==> src/rtl/mlp_frame_loader.sv <==
// Serial-to-parallel front end for the MLP denoiser: converts signed samples to
// sign/magnitude, keeps a sliding window, launches frames and tracks MLP latency.
module mlp_frame_loader #(
  parameter int N1     = 98,
  parameter int W_X    = 4,
  parameter int W_S    = 8,
  parameter int SHIFT  = 2,
  parameter int STRIDE = 7,
  parameter int LAT    = 12,
  parameter int W_FID  = 8
) (
  input  logic                          clk,
  input  logic                          rstn,
  input  logic                          flush,
  input  logic                          s_valid,
  input  logic [W_S-1:0]                s_data,
  output logic                          s_ready,
  output logic [N1/2-1:0][W_X-1:0]      in_mag,
  output logic [N1/2-1:0]               in_pol,
  output logic                          frame_valid,
  output logic [W_FID-1:0]              frame_id,
  output logic                          y_valid,
  output logic [W_FID-1:0]              y_id
);

  localparam int NW = N1 / 2;
  localparam int CW = $clog2(NW + 1);
  localparam int SW = $clog2(STRIDE + 1);

  typedef enum logic [0:0] {
    ST_FILL  = 1'b0,
    ST_SLIDE = 1'b1
  } state_e;

  // {mag, pol}; the most negative input has no positive twin, so abs is kept unsigned
  function automatic logic [W_X:0] to_sign_mag(input logic [W_S-1:0] x);
    logic           pol;
    logic [W_S-1:0] abs_v;
    logic [W_S-1:0] m;
    logic [W_X-1:0] mag;
    pol   = x[W_S-1];
    abs_v = pol ? (~x + {{(W_S-1){1'b0}}, 1'b1}) : x;
    m     = abs_v >> SHIFT;
    if (m > W_S'((1 << W_X) - 1)) begin
      mag = {W_X{1'b1}};
    end else begin
      mag = m[W_X-1:0];
    end
    return {mag, pol};
  endfunction

  logic                     accept_s;
  logic                     launch_s;
  logic [W_X:0]             conv_s;

  state_e                   state_q, state_d;
  logic [CW-1:0]            fill_q, fill_d;
  logic [SW-1:0]            stride_q, stride_d;
  logic [NW-1:0][W_X-1:0]   win_mag_q, win_mag_d;
  logic [NW-1:0]            win_pol_q, win_pol_d;

  logic [NW-1:0][W_X-1:0]   in_mag_q;
  logic [NW-1:0]            in_pol_q;
  logic                     fv_q;
  logic [W_FID-1:0]         fid_q;
  logic [W_FID-1:0]         nid_q;

  logic [LAT-1:0]           dl_v_q;
  logic [LAT-1:0][W_FID-1:0] dl_id_q;

  assign s_ready  = rstn & ~flush;
  assign accept_s = s_valid & s_ready;
  assign conv_s   = to_sign_mag(s_data);

  // FSM state register
  always_ff @(posedge clk or negedge rstn) begin
    if (!rstn) begin
      state_q <= ST_FILL;
    end else begin
      state_q <= state_d;
    end
  end

  // FSM next state: leave FILL on the sample that completes the first window
  always_comb begin
    state_d = state_q;
    if (flush) begin
      state_d = ST_FILL;
    end else if (accept_s && (state_q == ST_FILL) && (fill_q == CW'(NW - 1))) begin
      state_d = ST_SLIDE;
    end else begin
      state_d = state_q;
    end
  end

  // FSM output: frame launch decision for the sample being accepted
  always_comb begin
    launch_s = 1'b0;
    if (accept_s) begin
      case (state_q)
        ST_FILL:  launch_s = (fill_q == CW'(NW - 1));
        ST_SLIDE: launch_s = (stride_q == SW'(STRIDE - 1));
        default:  launch_s = 1'b0;
      endcase
    end else begin
      launch_s = 1'b0;
    end
  end

  // Fill and stride counters advance only on accepted samples
  always_comb begin
    fill_d   = fill_q;
    stride_d = stride_q;
    if (flush) begin
      fill_d   = '0;
      stride_d = '0;
    end else if (accept_s) begin
      case (state_q)
        ST_FILL: begin
          fill_d   = fill_q + CW'(1);
          stride_d = '0;
        end
        ST_SLIDE: begin
          fill_d   = fill_q;
          stride_d = launch_s ? '0 : (stride_q + SW'(1));
        end
        default: begin
          fill_d   = '0;
          stride_d = '0;
        end
      endcase
    end else begin
      fill_d   = fill_q;
      stride_d = stride_q;
    end
  end

  // Window shift: oldest sample at index 0, newest enters at the top
  always_comb begin
    win_mag_d = win_mag_q;
    win_pol_d = win_pol_q;
    if (flush) begin
      win_mag_d = '0;
      win_pol_d = '0;
    end else if (accept_s) begin
      for (int i = 0; i < NW - 1; i++) begin
        win_mag_d[i] = win_mag_q[i+1];
        win_pol_d[i] = win_pol_q[i+1];
      end
      win_mag_d[NW-1] = conv_s[W_X:1];
      win_pol_d[NW-1] = conv_s[0];
    end else begin
      win_mag_d = win_mag_q;
      win_pol_d = win_pol_q;
    end
  end

  // Window and counter registers
  always_ff @(posedge clk or negedge rstn) begin
    if (!rstn) begin
      fill_q    <= '0;
      stride_q  <= '0;
      win_mag_q <= '0;
      win_pol_q <= '0;
    end else begin
      fill_q    <= fill_d;
      stride_q  <= stride_d;
      win_mag_q <= win_mag_d;
      win_pol_q <= win_pol_d;
    end
  end

  // Frame bus: loads the post-shift window on launch and holds it otherwise
  always_ff @(posedge clk or negedge rstn) begin
    if (!rstn) begin
      in_mag_q <= '0;
      in_pol_q <= '0;
      fv_q     <= 1'b0;
      fid_q    <= '0;
      nid_q    <= '0;
    end else begin
      fv_q <= launch_s;
      if (launch_s) begin
        in_mag_q <= win_mag_d;
        in_pol_q <= win_pol_d;
        fid_q    <= nid_q;
        nid_q    <= nid_q + W_FID'(1);
      end else begin
        in_mag_q <= in_mag_q;
        in_pol_q <= in_pol_q;
        fid_q    <= fid_q;
        nid_q    <= nid_q;
      end
    end
  end

  // Latency delay line mirroring the MLP pipeline depth; flush leaves it running
  always_ff @(posedge clk or negedge rstn) begin
    if (!rstn) begin
      dl_v_q  <= '0;
      dl_id_q <= '0;
    end else begin
      for (int i = LAT - 1; i > 0; i--) begin
        dl_v_q[i]  <= dl_v_q[i-1];
        dl_id_q[i] <= dl_id_q[i-1];
      end
      dl_v_q[0]  <= fv_q;
      dl_id_q[0] <= fid_q;
    end
  end

  assign in_mag      = in_mag_q;
  assign in_pol      = in_pol_q;
  assign frame_valid = fv_q;
  assign frame_id    = fid_q;
  assign y_valid     = dl_v_q[LAT-1];
  assign y_id        = dl_id_q[LAT-1];

endmodule

==> config.mk <==
export PLATFORM = sky130hd
export DESIGN_NAME = mlp_frame_loader
export DESIGN_NICKNAME = d
export VERILOG_FILES = /design/src/rtl/mlp_frame_loader.sv
export SDC_FILE = /design/constraint.sdc
export NUM_CORES = 1
export LEC_CHECK = 0
export CAP_MARGIN = 20
export CORE_MARGIN = 4
export CORE_UTILIZATION = 60
export DETAILED_ROUTE_END_ITERATION = 10
export PLACE_DENSITY = 0.88
export SLEW_MARGIN = 25
export SYNTH_ARGS = -nofsm -noshare
export SYNTH_HDL_FRONTEND = slang
export SYNTH_SLANG_ARGS = --single-unit
==> constraint.sdc <==
create_clock -name clk -period 3.1 [get_ports clk]
set_input_delay 0.31 -clock clk [delete_from_list [all_inputs] [get_ports clk]]
set_output_delay 0.31 -clock clk [all_outputs]
set_load 0.02 [all_outputs]
==> metrics.md <==
| Metric | Value |
|---|---|
| Status | complete, no violations |
| Worst-Margin Slew | 1.013 ns |
| Fin. max-slew vios | 0 |
| Hpwl dp | 31300 um |
| Initial antenna violation count | 0 |
| RSZ-0062 raised after global routing | false |
| Sequential cell area | 15640 um^2 |
| First-pass GRT wire length | 85990 um |
| Synth Instances | 1823 |
| Die X | 209.8 um |
| Clock Path Buffers | 3 |
| Clk sinks | 625 |
| Mapped Avg Cell Area | 13.41 um^2 |
| Height of the die | 209.8 um |
| CTS tree | built |
| Vias in the first global route | 15800 |
| Commonest non-fill, non-tap cells in the layout | dfrtp_1, nand2_1, clkdlybuf4s50_1 |
| Distinct cell type count after synthesis | 41 |
| HP Class | input pin to async pin |
| Max_slew headroom | 32.47% |
| Core Region | 40010 um^2 |
| Setup-failing EPs final | 0 |
| WS Path Type | register to register |
| Resized cells post-CTS | 0 |
| Skew-Pair Late Insertion Delay | 0.61 ns |
| Clock slew at reported path FFs | 0.06 ns |
| Final Skew | 0.02112 ns |
| Total power draw | 15790 uW |
| Max_cap viols | 0 |
| Sequential area share after synthesis | 64.00% |
| Final min period | 2.564 ns |
| Largest cells by area after synthesis | dfrtp_1, mux2_4, nand2_1 |
| Vias/cell | 5.618 |
| # Post-CTS Setup Buffers | 0 |
| Buffers on Ports | 275 |
| Leak Pwr | 0.01460 uW |
| DRC | 0 |
| Post-layout nets | 2072 |
| YS warnings | 0 |
| Drt first-iter violations | 1135 |
| Area leader, netlist | dfrtp_1 |
| Max IR drop VDD | 432.7 uV |
| DR WL/cell | 20.26 um |
| N_diodes | 0 |
| Hold slack | 0.1909 ns |
| Grt ovf | 0 |
| ANT nets after route | 0 |
| Syn_nets | 1840 |
| DR vias | 14740 |
| DRT Wirelength | 53170 um |
| Io pins | 276 |
| Area Growth Syn to Fin | 19.24% |
| Initial Util | 61.09% |
| Cts bufs inserted | 58 |
| Fmax | 0.3900 GHz |
| Crit-path max FO | 72 |
| Fin crit share | 82.72% |
| Synth top area share | 64.00% |
| WP data arrival | 3.05 ns |
| Most common cell after layout, fill and taps aside | dfrtp_1 |
| Synth Cell Area | 24440 um^2 |
| Global-route usage over all layers | 23.95% |
| # hold bufs at CTS | 2 |
| Data required, critical path | 3.58 ns |
| Setup TNS | 0 ns |
| RePlAce Congestion | 0.7940 |
| Fin util | 72.84% |
| Pin count of the biggest net entering global routing | 234 |
| Fillers | 2408 |
| Power Density | 541.9 nW/um^2 |
| CTS root buf | clkbuf_16 |
| CP Capture Type | register |
| Area occupied by multi-input gates | 7865 um^2 |
| Seq cells post-synth | 625 |
| H-tree lvl count | 2 |
| Share of cells above drive strength 1 | 17.58% |
| Row cnt | 73 |
| Finished Cell Area | 29140 um^2 |
| Placed Area | 27170 um^2 |
| Drt pass-1 iters | 5 |
| Die ar. | 44020 um^2 |
| Final Hold Fails | 0 |
| CP Launch Type | register |
cell usage after synthesis, drive strengths merged:
| cell type | number |
|---|---|
| nor2 | 11 |
| xnor2 | 9 |
| a21oi | 1 |
| nor3 | 9 |
| nand2 | 492 |
| nor3b | 3 |
| ha | 5 |
| buf | 39 |
| nand4 | 4 |
| a32o | 1 |
| o311ai | 1 |
| dfrtp | 625 |
| a31oi | 1 |
| nor4 | 1 |
| a311oi | 1 |
| o31ai | 3 |
| o211ai | 2 |
| or3b | 1 |
| and3 | 3 |
| mux2i | 1 |
| or4 | 1 |
| and2 | 2 |
| inv | 4 |
| and3b | 1 |
| xor2 | 3 |
| o21ai | 3 |
| mux2 | 254 |
| nor2b | 1 |
| a21o | 3 |
| nor4bb | 2 |
| or3 | 1 |
| nand3 | 8 |
| clkbuf | 84 |
| nand3b | 243 |
critical path, cell delays in order (launching register included):
cell and delay [ns]:
dfrtp_1 0.43, or3b_4 0.44, o31ai_4 0.31, and2_4 0.32, buf_12 0.41, mux2_2 0.40
report_power, final:
group | total [uW] | internal (uW) | switching (uW)
registers | 8170 | 8160 | 5.03
clock network | 7240 | 4190 | 3050
logic | 387 | 90.9 | 296
per-layer routing:
layer / GRT usage [%] / share of wire (%)
met3: 5.516 / 6.4
met2: 38.77 / 49
met1: 32.00 / 41
met5: 0 / 0
met4: 9.271 / 3.5
cells by family after synthesis:
family	Yosys count	share of synthesized area (%)
flip-flops	625	64.00
adder cells (fa/ha/maj)	5	0.2560
AND/OR/NAND/NOR	783	16.14
multiplexers	255	14.82
buffers and inverters	127	3.835
AO/OA/AOI/OAI	16	0.5222
XOR/XNOR	12	0.4301
worst paths after layout:
check                      depth (start not counted)                     end                  start  slack (ns)
max                                                5  in_mag[45]$_DFFE_PN0P_  fill_q[2]$_DFFE_PN0P_        0.54
min                                                2       y_id[0]$_DFF_PN0_                   rstn        0.19
max reg2reg                                        5  in_mag[45]$_DFFE_PN0P_  fill_q[2]$_DFFE_PN0P_        0.54
min reg2reg                                        0   dl_id_q[31]$_DFF_PN0_  dl_id_q[23]$_DFF_PN0_        0.34
max in group asynchronous                          4  in_mag[78]$_DFFE_PN0P_                   rstn        1.36
min in group clk                                   0   dl_id_q[31]$_DFF_PN0_  dl_id_q[23]$_DFF_PN0_        0.34
per-stage QoR:
stage               setup slack [ns]  instances
floorplan                     0.9948       1823
global placement              0.6831       2518
detailed placement            0.5956       2518
CTS                           0.5584       2624
global route                  0.4722       2624
finish                        0.5358       2624
flip-flops by register name, summed over array words and instances (netlist names):
register and cells:
in_mag 196, win_mag_q 196, dl_id_q 88, in_pol 49, win_pol_q 49, dl_v_q 12, frame_id 8, nid_q 8
y_id 8, fill_q 6, stride_q 3, frame_valid 1, state_q 1
final cells by class:
type	instances	share of cell area [%]
Multi-Input combinational cell	1071	26.99
Sequential cell	625	53.67
Inverter	4	0.05153
Clock buffer	87	5.943
Timing Repair Buffer	295	10.36
Clock inverter	17	0.7300
Tap cell	525	2.254
Note: power is estimated with default switching activity, not from simulation.
